`config.mk`:
```
export PLATFORM = sky130hd
export DESIGN_NAME = tinyqv_fetch_sequencer
export DESIGN_NICKNAME = d
export VERILOG_FILES = /design/src/rtl/tinyqv_fetch_sequencer.sv
export SDC_FILE = /design/constraint.sdc
export NUM_CORES = 1
export LEC_CHECK = 0
export CORE_MARGIN = 1.5
export CORE_UTILIZATION = 32
export DETAILED_ROUTE_END_ITERATION = 8
export PLACE_DENSITY = 0.63
export SLEW_MARGIN = 20
export SYNTH_ARGS = -nofsm -noshare
export SYNTH_HDL_FRONTEND = slang
export SYNTH_SLANG_ARGS = --single-unit
export TNS_END_PERCENT = 5
```
`constraint.sdc`:
```
create_clock -name clk -period 2.5 [get_ports clk]
set_input_delay 0.25 -clock clk [delete_from_list [all_inputs] [get_ports clk]]
set_output_delay 0.25 -clock clk [all_outputs]
set_load 0.005 [all_outputs]
```
`src/rtl/tinyqv_fetch_sequencer.sv`:
```
// rtl/tinyqv_fetch_sequencer.sv - instruction fetch sequencer: restart, start delay, halfword streaming
module tinyqv_fetch_sequencer #(
    parameter int START_CYCLES = 4
) (
    input  logic        clk,
    input  logic        rst,
    input  logic [22:0] instr_addr,
    input  logic        instr_fetch_restart,
    input  logic        instr_fetch_stall,
    output logic        instr_fetch_started,
    output logic        instr_fetch_stopped,
    output logic [15:0] instr_data_in,
    output logic        instr_ready,
    output logic [22:0] mem_addr,
    output logic        mem_req,
    input  logic        mem_ack,
    input  logic [15:0] mem_rdata
);

    typedef enum logic [1:0] {IDLE, START, STREAM, DRAIN} state_t;

    localparam logic [3:0] START_LOAD = 4'(START_CYCLES);

    state_t      state;
    logic [3:0]  counter;
    logic [22:0] fetch_addr;
    logic [15:0] buf_data;
    logic        buf_valid;
    logic        ack_seen;

    // An ack only counts while a request is actually outstanding.
    assign ack_seen = mem_req & mem_ack;

    always_ff @(posedge clk or posedge rst) begin
        if (rst) begin
            state               <= IDLE;
            counter             <= 4'd0;
            fetch_addr          <= 23'd0;
            buf_data            <= 16'd0;
            buf_valid           <= 1'b0;
            instr_fetch_started <= 1'b0;
            instr_fetch_stopped <= 1'b0;
            instr_data_in       <= 16'd0;
            instr_ready         <= 1'b0;
            mem_addr            <= 23'd0;
            mem_req             <= 1'b0;
        end else begin
            instr_fetch_started <= 1'b0;
            instr_fetch_stopped <= 1'b0;
            instr_ready         <= 1'b0;

            case (state)
                IDLE: begin
                    if (instr_fetch_restart) begin
                        fetch_addr <= instr_addr;
                        counter    <= START_LOAD;
                        state      <= START;
                    end
                end

                START: begin
                    if (instr_fetch_restart) begin
                        fetch_addr <= instr_addr;
                        counter    <= START_LOAD;
                    end else if (counter == 4'd1) begin
                        instr_fetch_started <= 1'b1;
                        state               <= STREAM;
                    end else begin
                        counter <= counter - 4'd1;
                    end
                end

                STREAM: begin
                    if (ack_seen) begin
                        mem_req <= 1'b0;
                    end
                    if (instr_fetch_restart) begin
                        // Any buffered or in-flight halfword belongs to the old stream.
                        fetch_addr <= instr_addr;
                        buf_valid  <= 1'b0;
                        state      <= DRAIN;
                    end else begin
                        if (ack_seen) begin
                            buf_data   <= mem_rdata;
                            buf_valid  <= 1'b1;
                            fetch_addr <= fetch_addr + 23'd1;
                        end else if (!mem_req && !buf_valid && !instr_fetch_stall) begin
                            mem_req  <= 1'b1;
                            mem_addr <= fetch_addr;
                        end
                        // A request is only issued with the buffer empty, so an ack
                        // never coincides with a delivery here.
                        if (buf_valid && !instr_fetch_stall) begin
                            instr_ready   <= 1'b1;
                            instr_data_in <= buf_data;
                            buf_valid     <= 1'b0;
                        end
                    end
                end

                DRAIN: begin
                    if (instr_fetch_restart) begin
                        fetch_addr <= instr_addr;
                    end
                    if (!mem_req || mem_ack) begin
                        mem_req             <= 1'b0;
                        instr_fetch_stopped <= 1'b1;
                        counter             <= START_LOAD;
                        state               <= START;
                    end
                end

                default: state <= IDLE;
            endcase
        end
    end

endmodule

```
==> out/metrics.yaml, run 1 <==
drt_drc_violations_left: 0
floorplan.die_area_mm2: 0.0135
timing.critical_path.slowest_cell_delay_ns: 0.56
global_route.overflow_total: 0
ctsLongestPathBuffers: 2
clock_transition_at_the_registers_of_the_reported_paths_ns: 0.06
vias_per_cell: 5.04
htree_num_levels: 3
setup_viol_count_final: 0
type_of_the_tightest_min_delay_check: "primary input to async pin"
wire_per_inst_um: 15.7
cts.hold.buffers_added: 0
synth.ff_latch_count: 89
worst-r2r-cell-count: 6
dieHeight_um: 116
drive_gt1_share_pct: 16.6
max_capacitance_violation_count: 0
yosysWarnings: 0
grt_pass1_vias: 3158
required_ns: 2.76
cellLeakagePower_nw: 2.34
placeableCoreArea_mm2: 0.0126
cts_num_sinks: 89
final_antenna_net_count: 0
routabilityCongestion: 0.787
post_synth_num_cell_types: 55
clock_latency_ns: 0.34
max-vdd-ir-drop_uv: 369
cts_tree: "built"
die-width_um: 116
row_count: 41
ff2ff_setup_slack_ns: 0.31
post_dp_cell_area_mm2: 0.00522
wirelength_um: 9610
yosysSeqAreaShare_pct: 54.2
fmax_mhz: 457
initial_utilization_pct: 32.7
finish.net_count: 490
final.setup_skew_ns: 0.00845
place.detailed.hpwl_um: 6880
global_route_wire_length_before_repair_um: 15700
grt_antenna_before_repair: 0
timing.final.hold_violations: 0
setup-tns-final_ns: 0
post_synth.cell_area_avg_um2: 12.0
unrepaired_setup_endpoints_after_global_routing: "false"
maxSlewViolCount: 0
post-synth-top-area-cell: "sky130_fd_sc_hd__dfrtp_1"
synthToLayoutAreaGrowth_pct: 34.2
cp_slowest_cell: "sky130_fd_sc_hd__or4_1"
crit_arrival_ns: 2.45
critical_path.endpoint_type: "flip-flop"
worstMarginPinSlew_ns: 0.695
worstPathCellList: "inv_1, ha_1, a21bo_2, nand2_2, or4_1, a31oi_1"
io-pin-count: 87
cts_buffer_count: 9
timing.slew.headroom_pct: 53.6
mostFrequentLayoutCells: "sky130_fd_sc_hd__dfrtp_1 (89), sky130_fd_sc_hd__clkdlybuf4s50_1 (86), sky130_fd_sc_hd__mux2_2 (36), sky130_fd_sc_hd__nand2_1 (22), sky130_fd_sc_hd__nor2_1 (21)"
timing.rr.start: "state[0]"
setup.worst_path.start_class: "flip-flop"
number_of_gates_resized_after_cts: 0
finalCriticalPeriod_ns: 2.19
ys_dominant_reg_cell: "sky130_fd_sc_hd__dfrtp_1"
mappedNetlistNets: 394
detailroute.via_count: 3091
syn_inst: 341
io_buffers: 86
grtUsageTotal_pct: 15.1
power.density_mw_per_mm2: 907
antenna-diode-count: 0
synth_area_mm2: 0.00411
ys_top_cells_by_area: "sky130_fd_sc_hd__dfrtp_1 (54%), sky130_fd_sc_hd__mux2_2 (9.9%), sky130_fd_sc_hd__mux2_1 (5.5%), sky130_fd_sc_hd__ha_1 (2.7%), sky130_fd_sc_hd__nand2_1 (2.0%)"
crit_buf_inv: 1
number_of_flops_mapped_to_enable_cells_by_yosys: 0
timing.rr.end: "fetch_addr[14]"
finish.utilization_pct: 43.9
critPathMaxFanout: 11
run_status: "complete, no violations"
largest_net_degree_at_the_start_of_global_routing: 31
root_buffer: "sky130_fd_sc_hd__clkbuf_16"
detailedRoute.firstIterationViolations: 164
mostFrequentLayoutCell: "sky130_fd_sc_hd__dfrtp_1"
detail_route.first_pass.iterations: 5
final_cell_area_mm2: 0.00551
async_reset_ff_share_pct: 100
layout_worst_path_cycle_share_pct: 87.6
buffers_inserted_by_post_cts_timing_repair: 0
cp_top_family: "simple AND/OR/NAND/NOR gates"
worstSetupPathType: "flip-flop to flip-flop"
fraction_of_synthesized_cell_area_taken_by_the_top_area_cell_type_pct: 54.2
-- registers in the layout, indices dropped and copies added, names as in the netlist --
signal	cells
counter	4
state	2
instr_data_in	16
mem_addr	23
instr_fetch_stopped	1
buf_data	16
mem_req	1
instr_ready	1
buf_valid	1
instr_fetch_started	1
fetch_addr	23
-- per-layer routing --
metal,wire [um],global-route usage (%),share of wire [%],up-vias
li1,-,-,-,1442
met1,4300,20.1,45,1544
met2,4650,24.1,48,87
met3,415,2.91,4.3,18
met4,239,6.42,2.5,0
met5,0,0,0,-
-- worst max path at each step --
stage               slack [ns]  startpoint  cells past startpoint        endpoint
detailed placement        0.34     mem_ack                      5  fetch_addr[14]
global route              0.14    state[0]                      6  fetch_addr[17]
CTS                       0.33    state[0]                      6  fetch_addr[14]
finish                    0.31    state[0]                      6  fetch_addr[14]
global placement          0.39     mem_ack                      5  fetch_addr[14]
floorplan                 0.54    state[0]                      7  fetch_addr[17]
-- power breakdown --
part	leakage, nW	switching, mW	internal, mW
logic	1.07	0.610	0.866
registers	1.12	0.296	1.88
clock network	0.148	0.531	0.820
total	2.34	1.44	3.56
-- Yosys cell counts (4+ instances only) --
master	count
sky130_fd_sc_hd__buf_2	5
sky130_fd_sc_hd__o21ai_0	14
sky130_fd_sc_hd__a31oi_1	6
sky130_fd_sc_hd__nor2_1	21
sky130_fd_sc_hd__mux2_1	20
sky130_fd_sc_hd__ha_1	9
sky130_fd_sc_hd__inv_1	11
sky130_fd_sc_hd__o31ai_1	9
sky130_fd_sc_hd__nor3_1	5
sky130_fd_sc_hd__or4_1	10
sky130_fd_sc_hd__xor2_1	5
sky130_fd_sc_hd__nand2_1	22
sky130_fd_sc_hd__nand4_1	8
sky130_fd_sc_hd__nand3_1	7
sky130_fd_sc_hd__mux2_2	36
sky130_fd_sc_hd__and3_1	6
sky130_fd_sc_hd__o31a_1	4
sky130_fd_sc_hd__dfrtp_1	89
sky130_fd_sc_hd__clkbuf_1	5
-- cells by family after synthesis --
family | count (synthesis) | share of synthesized area [%]
AOI/OAI and AO/OA | 54 | 9.53
xor gates and xnor gates | 5 | 1.07
adders and majority gates | 9 | 2.74
buffers and inverters | 25 | 2.89
DFF | 89 | 54.2
muxes | 58 | 15.8
and+or+nand+nor | 101 | 13.7
-- layout make-up --
| type | instances | area, um^2 |
|---|---|---|
| clock buffer | 12 | 256 |
| inverter | 12 | 48.8 |
| clock inverter | 3 | 40.0 |
| fill | 1183 | 7050 |
| sequential | 89 | 2230 |
| timing repair buffer | 98 | 963 |
| tap | 172 | 215 |
| multi-input combinational | 227 | 1760 |
-- stage by stage --
| stage | cells | total power, mW | setup slack, ns | hold slack, ns |
|---|---|---|---|---|
| floorplan | 341 | 2.92 | 0.540 | 0.370 |
| global placement | 598 | 3.62 | 0.386 | 0.479 |
| detailed placement | 598 | 3.67 | 0.342 | 0.480 |
| CTS | 613 | 5.06 | 0.328 | 0.399 |
| global route | 613 | 5.31 | 0.137 | 0.443 |
| finish | 613 | 5.00 | 0.311 | 0.374 |
(Power assumes the default switching activity.)
==> inputs of run 2 (changes only) <==
PLACE_DENSITY = 0.61   (was 0.63)
clock period = 2.43 ns   (was 2.5 ns; I/O delays follow)
==> run 2 against run 1 <==
Against the previous run:
- final cell count shrank 0.33%
- worst hold slack worse by 0.030 ns
- design area is essentially flat
==> out/metrics.yaml, run 2 (synthesized netlist as in run 1, its figures left out) <==
worst-r2r-cell-count: 6
root_buffer: "sky130_fd_sc_hd__clkbuf_16"
timing.slew.headroom_pct: 57.2
maxSlewViolCount: 0
largest_net_degree_at_the_start_of_global_routing: 38
number_of_gates_resized_after_cts: 0
cts_buffer_count: 9
finish.net_count: 487
drive_gt1_share_pct: 16.4
grt_pass1_vias: 3075
wire_per_inst_um: 15.6
grt_antenna_before_repair: 0
setup.worst_path.start_class: "flip-flop"
placeableCoreArea_mm2: 0.0126
finalCriticalPeriod_ns: 2.19
timing.final.hold_violations: 0
pre_cts_slack_ns: 0.265
dp.cells: 595
critical_path.endpoint_type: "flip-flop"
layout_worst_path_cycle_share_pct: 90.3
synthToLayoutAreaGrowth_pct: 34.1
post_dp_cell_area_mm2: 0.00521
initial_utilization_pct: 32.7
drt_drc_violations_left: 0
htree_num_levels: 3
grtUsageTotal_pct: 14.8
clock_transition_at_the_registers_of_the_reported_paths_ns: 0.06
unrepaired_setup_endpoints_after_global_routing: "false"
final_cell_area_mm2: 0.00551
worstMarginPinSlew_ns: 0.640
dieHeight_um: 116
detail_route.first_pass.iterations: 4
largest_registers: "fetch_addr x23, mem_addr x23"
worstSetupPathType: "flip-flop to flip-flop"
final_antenna_net_count: 0
run_status: "complete, no violations"
cellLeakagePower_nw: 2.33
finalWorstSetupSlack_ns: 0.237
detailroute.via_count: 3033
setup_viol_count_final: 0
vias_per_cell: 4.96
setup-tns-final_ns: 0
max-vdd-ir-drop_uv: 386
cts_num_sinks: 89
mostFrequentLayoutCells: "sky130_fd_sc_hd__dfrtp_1 (89), sky130_fd_sc_hd__clkdlybuf4s50_1 (86), sky130_fd_sc_hd__mux2_2 (36), sky130_fd_sc_hd__nand2_1 (22), sky130_fd_sc_hd__nor2_1 (21)"
layoutNonFillerInstCount: 611
io_buffers: 86
final.setup_skew_ns: 0.00848
type_of_the_tightest_min_delay_check: "primary input to async pin"
fill_cells: 1182
row_count: 41
buffers_inserted_by_post_cts_timing_repair: 0
power.density_mw_per_mm2: 933
io-pin-count: 87
power.total_mw: 5.14
clock_latency_ns: 0.34
wirelength_um: 9550
routabilityCongestion: 0.802
critPathMaxFanout: 11
fmax_mhz: 456
global_route.overflow_total: 0
place.detailed.hpwl_um: 6830
cts_tree: "built"
ctsLongestPathBuffers: 2
floorplan.die_area_mm2: 0.0135
detailedRoute.firstIterationViolations: 105
antenna-diode-count: 0
mostFrequentLayoutCell: "sky130_fd_sc_hd__dfrtp_1"
global_route_wire_length_before_repair_um: 15700
max_capacitance_violation_count: 0
crit_arrival_ns: 2.45
required_ns: 2.68
die-width_um: 116
cts.hold.buffers_added: 0
run 2: changes by cell type in the layout (fill, tap and decap cells not counted), sizes merged:
cell / previous run / this run
inv: 11 / 14
clkbuf: 12 / 9
buf: 12 / 9
clkinvlp: 1 / 2
run 2: layout make-up:
type,instances,area [um^2],share of cell area [%]
clock inverter,7,76.3,1.39
inverter,12,48.8,0.886
multi-input combinational,227,1760,32.0
tap,172,215,3.91
clock buffer,9,225,4.09
sequential,89,2230,40.4
timing repair buffer,95,953,17.3
run 2: metal layers:
metal	vias up	wire length, um	global-route usage, %
met5	-	0	0
met4	0	125	5.12
met3	11	374	2.23
met2	74	4840	24.5
met1	1507	4220	19.9
li1	1441	-	-
run 2: through the flow:
stage                     util, %  hold slack (ns)
after floorplan                 -            0.363
after global placement       41.4            0.478
after detailed placement     41.4            0.480
after CTS                    43.8            0.361
after global routing         43.8            0.391
final                        43.8            0.344
run 2: worst paths after layout:
kind,slack (ns),start,endpoint
max,0.24,state[0],fetch_addr[14]
min,0.34,rst,buf_data[1]
max reg2reg,0.24,state[0],fetch_addr[14]
min reg2reg,0.50,mem_addr[19],mem_addr[19]
max in group asynchronous,1.48,rst,instr_fetch_started
min in group clk,0.48,instr_addr[21],fetch_addr[21]
run 2: worst max-delay path, cell delays in order (launching register included):
cell,delay (ns)
sky130_fd_sc_hd__dfrtp_1,0.41
sky130_fd_sc_hd__inv_1,0.12
sky130_fd_sc_hd__ha_1,0.27
sky130_fd_sc_hd__a21bo_2,0.40
sky130_fd_sc_hd__nand2_2,0.20
sky130_fd_sc_hd__or4_1,0.55
sky130_fd_sc_hd__a31oi_1,0.17
run 2: report_power, final:
group	total, mW	switching [mW]	internal (mW)
registers	2.23	0.303	1.93
clock network	1.41	0.598	0.808
logic	1.50	0.619	0.882
total	5.14	1.52	3.62
